### config.mk
export PLATFORM = sky130hd
export DESIGN_NAME = mips_multicycle_controller
export DESIGN_NICKNAME = d
export VERILOG_FILES = /design/src/rtl/mips_pkg.sv /design/src/rtl/mips_multicycle_controller.sv
export SDC_FILE = /design/constraint.sdc
export NUM_CORES = 1
export LEC_CHECK = 0
export CAP_MARGIN = 20
export CORE_MARGIN = 8
export CORE_UTILIZATION = 38
export DETAILED_ROUTE_END_ITERATION = 10
export GPL_TIMING_DRIVEN = 0
export PLACE_DENSITY = 0.77
export SLEW_MARGIN = 20
export SYNTH_ARGS = -nofsm -noshare
export SYNTH_HDL_FRONTEND = slang
export SYNTH_SLANG_ARGS = --single-unit
### constraint.sdc
create_clock -name clk -period 1.7 [get_ports clk]
set_clock_uncertainty 0.2 [all_clocks]
set_input_delay 0.255 -clock clk [delete_from_list [all_inputs] [get_ports clk]]
set_output_delay 0.255 -clock clk [all_outputs]
set_load 0.01 [all_outputs]
### src/rtl/mips_pkg.sv
// Shared definitions for the multicycle MIPS control path: FSM states, opcodes
// and the aluop encoding understood by the ALU decoder.
package mips_pkg;

    typedef enum logic [3:0] {
        FETCH   = 4'd0,
        DECODE  = 4'd1,
        MEMADR  = 4'd2,
        MEMRD   = 4'd3,
        MEMWB   = 4'd4,
        MEMWR   = 4'd5,
        RTYPEEX = 4'd6,
        ALUWB   = 4'd7,
        BEQEX   = 4'd8,
        ADDIEX  = 4'd9,
        SLTIEX  = 4'd10,
        IMMWB   = 4'd11,
        JEX     = 4'd12
    } statetype;

    localparam logic [5:0] OP_LW    = 6'b100011;
    localparam logic [5:0] OP_SW    = 6'b101011;
    localparam logic [5:0] OP_RTYPE = 6'b000000;
    localparam logic [5:0] OP_BEQ   = 6'b000100;
    localparam logic [5:0] OP_ADDI  = 6'b001000;
    localparam logic [5:0] OP_SLTI  = 6'b001010;
    localparam logic [5:0] OP_J     = 6'b000010;

    localparam logic [1:0] ALUOP_ADD   = 2'b00;
    localparam logic [1:0] ALUOP_SUB   = 2'b01;
    localparam logic [1:0] ALUOP_FUNCT = 2'b10;
    localparam logic [1:0] ALUOP_SLT   = 2'b11;

    // SLTI support is a build-time option, so legality depends on it.
    function automatic logic op_is_legal(input logic [5:0] op, input logic slti_en);
        case (op)
            OP_LW, OP_SW, OP_RTYPE, OP_BEQ, OP_ADDI, OP_J: op_is_legal = 1'b1;
            OP_SLTI:                                      op_is_legal = slti_en;
            default:                                      op_is_legal = 1'b0;
        endcase
    endfunction

endpackage

### src/rtl/mips_multicycle_controller.sv
// Main control FSM of the multicycle MIPS datapath: sequences each instruction
// and drives datapath enables plus aluop for the downstream ALU decoder.
module mips_multicycle_controller
    import mips_pkg::*;
#(
    parameter logic ENABLE_SLTI = 1'b1
) (
    input  logic       clk,
    input  logic       reset,
    input  logic [5:0] op,
    input  logic       zero,
    input  logic       mem_ready,
    output logic       lord,
    output logic       irwrite,
    output logic       memwrite,
    output logic       regdst,
    output logic       memtoreg,
    output logic       regwrite,
    output logic       alusrca,
    output logic [1:0] alusrcb,
    output logic [1:0] pcsrc,
    output logic       pcen,
    output logic [1:0] aluop,
    output logic       illegal_op,
    output logic [3:0] dbg_state
);

    statetype state_q, state_d, out_state;
    logic     pcwrite, branch;

    always_ff @(posedge clk) begin
        if (reset) state_q <= FETCH;
        else       state_q <= state_d;
    end

    assign dbg_state = state_q;

    always_comb begin
        state_d = FETCH;
        case (state_q)
            FETCH:   state_d = mem_ready ? DECODE : FETCH;
            DECODE: begin
                if (!op_is_legal(op, ENABLE_SLTI)) state_d = FETCH;
                else begin
                    case (op)
                        OP_LW, OP_SW: state_d = MEMADR;
                        OP_RTYPE:     state_d = RTYPEEX;
                        OP_BEQ:       state_d = BEQEX;
                        OP_ADDI:      state_d = ADDIEX;
                        OP_SLTI:      state_d = SLTIEX;
                        OP_J:         state_d = JEX;
                        default:      state_d = FETCH;
                    endcase
                end
            end
            MEMADR:  state_d = (op == OP_SW) ? MEMWR : MEMRD;
            MEMRD:   state_d = mem_ready ? MEMWB : MEMRD;
            MEMWB:   state_d = FETCH;
            MEMWR:   state_d = mem_ready ? FETCH : MEMWR;
            RTYPEEX: state_d = ALUWB;
            ALUWB:   state_d = FETCH;
            BEQEX:   state_d = FETCH;
            ADDIEX:  state_d = IMMWB;
            SLTIEX:  state_d = IMMWB;
            IMMWB:   state_d = FETCH;
            JEX:     state_d = FETCH;
            default: state_d = FETCH;
        endcase
    end

    // While reset is held the datapath sees fetch controls, whatever the register holds.
    assign out_state = reset ? FETCH : state_q;

    always_comb begin
        lord       = 1'b0;
        irwrite    = 1'b0;
        memwrite   = 1'b0;
        regdst     = 1'b0;
        memtoreg   = 1'b0;
        regwrite   = 1'b0;
        alusrca    = 1'b0;
        alusrcb    = 2'b00;
        pcsrc      = 2'b00;
        aluop      = ALUOP_ADD;
        illegal_op = 1'b0;
        pcwrite    = 1'b0;
        branch     = 1'b0;
        case (out_state)
            FETCH: begin
                alusrcb = 2'b01;
                irwrite = mem_ready;
                pcwrite = mem_ready;
            end
            DECODE: begin
                alusrcb    = 2'b11;
                illegal_op = !op_is_legal(op, ENABLE_SLTI);
            end
            MEMADR: begin
                alusrca = 1'b1;
                alusrcb = 2'b10;
            end
            MEMRD:   lord = 1'b1;
            MEMWB: begin
                memtoreg = 1'b1;
                regwrite = 1'b1;
            end
            MEMWR: begin
                lord     = 1'b1;
                memwrite = mem_ready;
            end
            RTYPEEX: begin
                alusrca = 1'b1;
                aluop   = ALUOP_FUNCT;
            end
            ALUWB: begin
                regdst   = 1'b1;
                regwrite = 1'b1;
            end
            BEQEX: begin
                alusrca = 1'b1;
                aluop   = ALUOP_SUB;
                pcsrc   = 2'b01;
                branch  = 1'b1;
            end
            ADDIEX: begin
                alusrca = 1'b1;
                alusrcb = 2'b10;
            end
            SLTIEX: begin
                alusrca = 1'b1;
                alusrcb = 2'b10;
                aluop   = ALUOP_SLT;
            end
            IMMWB:   regwrite = 1'b1;
            JEX: begin
                pcsrc   = 2'b10;
                pcwrite = 1'b1;
            end
            default: ;
        endcase
    end

    assign pcen = pcwrite | (branch & zero);

endmodule

==> summary.txt <==
Run status
  • Outcome: finished, violations left
  • Failing checks: setup timing

Power
  • Max IR drop VDD: 368 uV
  • Switching Power: 0.144 mW
  • Switch share: 34.5%
  • Lkg Pwr: 0.481 nW
  • P_int: 0.273 mW
  • Seq pwr share: 24.8%
  • PD cells: 390 nW/um^2
  • Combinational Power Share: 46.3%
  • Clock power frac: 28.9%

Clock network
  • Clk_lat worst skew: 0.24 ns
  • CTS sink cnt: 4
  • Cts bufs inserted: 3
  • Htree depth: 1
  • CTS Hold Buffers Added: 0
  • CTS clk-pin slew, worst paths: 0.04 ns
  • CTS tree: built
  • CTS root buffer: clkbuf_4
  • Clock Path Buffers: 2

Routing
  • Via count: 828
  • Routed wire length: 2220 um
  • First-pass DRT Iterations: 4
  • DRC: 0
  • Avg Vias per Cell: 5.87
  • Antenna Nets Post-Route: 0
  • WL/cell: 15.8 um
  • Initial DRC count: 23

Worst setup path
  • Critical Path RT: 1.24 ns
  • CP Class: register to output port
  • Crit-path slowest cell: dfxtp_2
  • Most used cell, CP: a22o_1
  • R2r endpoint: dbg_state[0]$_SDFF_PP0_
  • Slowest stage delay, CP: 0.33 ns
  • Reg2Reg Launch Point: dbg_state[2]$_SDFF_PP0_
  • Critical Path AT: 1.30 ns
  • R2R depth: 5
  • Worst Setup SP: dbg_state[2]$_SDFF_PP0_
  • Startpoint Class: register
  • CP Capture Type: output port
  • Critical-path cell list: buf_6, nor2_4, a22o_1, a22o_1, buf_2
  • FF-to-FF setup slack: 0.05 ns
  • Crit-path max FO: 7

Place
  • GP Congestion: 0.842
  • Buffers on Ports: 28
  • Pre-CTS setup slack: -0.671 ns
  • Placed Instances: 128
  • Detailed Place HPWL: 1450 um

Layout
  • Layout Nets: 137
  • Area occupied by multi-input gates: 534 um^2
  • Most common cell after layout, fill and taps aside: buf_2
  • Layout cells sized above 1: 45.6%
  • Post-Layout Cell Count: 141
  • Fillers: 105
  • Commonest cells after routing, fill and taps aside: buf_2 (14), a21oi_1 (8), buf_4 (8)
  • Area grow syn2layout: 89.4%
  • Seq. cell area: 92.6 um^2
  • Antenna cells: 0
  • Largest register FFs: 4

Yosys
  • Top_reg_cell synth: dfxtp_1
  • Largest cells by area after synthesis: dfxtp_1 (14%), nor2_1 (8.0%), a21oi_1 (7.1%)
  • Area leader, netlist: dfxtp_1
  • Post-synthesis net count: 94
  • Synth warn: 0
  • Sequential fraction of the synthesis area: 14.2%
  • Post-Syn Area per Cell: 6.73 um^2
  • Number of synthesized flops with an enable pin: 0
  • Ys async rst share: 0%
  • Post-Synthesis Cell Area: 566 um^2
  • Post-Synthesis Cells: 84
  • Synthesized flop and latch total: 4
  • Yosys cell types: 34
  • Synth top area share: 14.2%

Min path
  • Worst Hold Launch: op[1]
  • Worst min-delay path class: input pin to register
  • Hold Path Sink: dbg_state[0]$_SDFF_PP0_
  • Worst Hold Depth: 3

Global route
  • Total GRT Usage: 13.9%
  • Initial antenna violation count: 0
  • Remaining Overflow, GRT: 0
  • Largest net degree at the start of global routing: 11
  • First-pass GRT wire length: 3170 um
  • Vias in the first global route: 742

Floorplanning
  • Die height: 54.6 um
  • CORE AREA: 1450 um^2
  • Initial Utilization: 38.9%
  • Die area: 2980 um^2
  • IO Pins: 29
  • Row count: 14
  • Die Span X: 54.6 um

Timing
  • RSZ-0062 raised after global routing: true
  • Final min period: 1.76 ns
  • Fin. max-slew vios: 0
  • Fin worst setup slack: -0.0589 ns
  • Fmax: 569 MHz
  • Tightest Pin Transition: 0.304 ns
  • Worst slew margin: 79.6%
  • Final Hold Fails: 0
  • Final Cycle Share: 103%
  • Final setup fails: 4

Run
  • Total of max-cap violations: 0
-- power by group through the flow --
stage                     registers (mW)  logic (mW)  clock network [mW]
final                              0.104       0.193               0.121
after global routing               0.104       0.207               0.134
after CTS                          0.103       0.164               0.123
after detailed placement           0.103       0.154                   0
after global placement             0.103       0.151                   0
after floorplan                    0.105      0.0811                   0
-- cells in the mapped netlist, types with 3 or more instances --
cell,count
xnor2_1,4
clkbuf_1,3
nor3_1,8
dfxtp_1,4
and3_1,3
nand3_1,3
nand2_1,4
o21bai_1,3
a21oi_1,8
nor2_1,12
-- layer usage --
metal	global-route usage [%]	vias up	part of all wire, %
met4	4.92	0	0.63
met5	0	-	0
met3	2.45	2	9.7
met2	27.2	43	52
met1	14.0	387	37
li1	-	396	-
-- kinds of logic (layout without fill, tap and decap cells) --
| kind of cell | Yosys count | after routing | share of synthesized area, % |
|---|---|---|---|
| AOI/OAI and AO/OA | 22 | 22 | 25.9 |
| xor gates and xnor gates | 5 | 5 | 7.74 |
| buffers and inverters | 8 | 49 | 7.74 |
| DFF | 4 | 4 | 14.2 |
| and+or+nand+nor | 45 | 45 | 44.5 |
-- stage by stage --
stage / power (mW) / hold WS (ns) / instance area [um^2] / utilization [%] / setup TNS, ns
6_report: 0.418 / 0.210 / 1070 / 73.7 / -0.163
5_1_grt: 0.445 / 0.209 / 1070 / 73.7 / -0.727
4_1_cts: 0.390 / 0.369 / 957 / 65.8 / -0.116
3_5_place_dp: 0.258 / 0.499 / 866 / 59.6 / -8.34
3_3_place_gp: 0.255 / 0.494 / 866 / 59.6 / -8.21
2_1_floorplan: 0.186 / 0.257 / 566 / - / 0
-- layout make-up --
class | instances | share of cell area, %
flip-flops and latches | 4 | 8.64
repair buffers | 39 | 28.3
well taps | 16 | 1.87
multi-input cells | 72 | 49.9
inverters | 1 | 0.350
clock buffers | 3 | 2.10
plain buffers | 6 | 8.88
-- timing repair --
item	in CTS	in global routing
buffers inserted	5	5
pin swaps	7	7
gates resized for setup	100	21
setup endpoints to repair	15	12
gates cloned	0	1
-- worst max-delay path: cells and delay by family (launching register included) --
family,cells,cell delay [ns]
AO/OA/AOI/OAI,2,0.40
buffers and inverters,2,0.27
flip-flops,1,0.33
AND/OR/NAND/NOR,1,0.06
-- worst max path at each step --
| stage | endpoint | cells after the start |
|---|---|---|
| 4_1_cts | pcen | 6 |
| 6_report | pcen | 5 |
| 2_1_floorplan | alusrca | 4 |
| 3_5_place_dp | illegal_op | 6 |
| 3_3_place_gp | aluop[0] | 4 |
| 5_1_grt | pcen | 5 |
(Power assumes the default switching activity.)
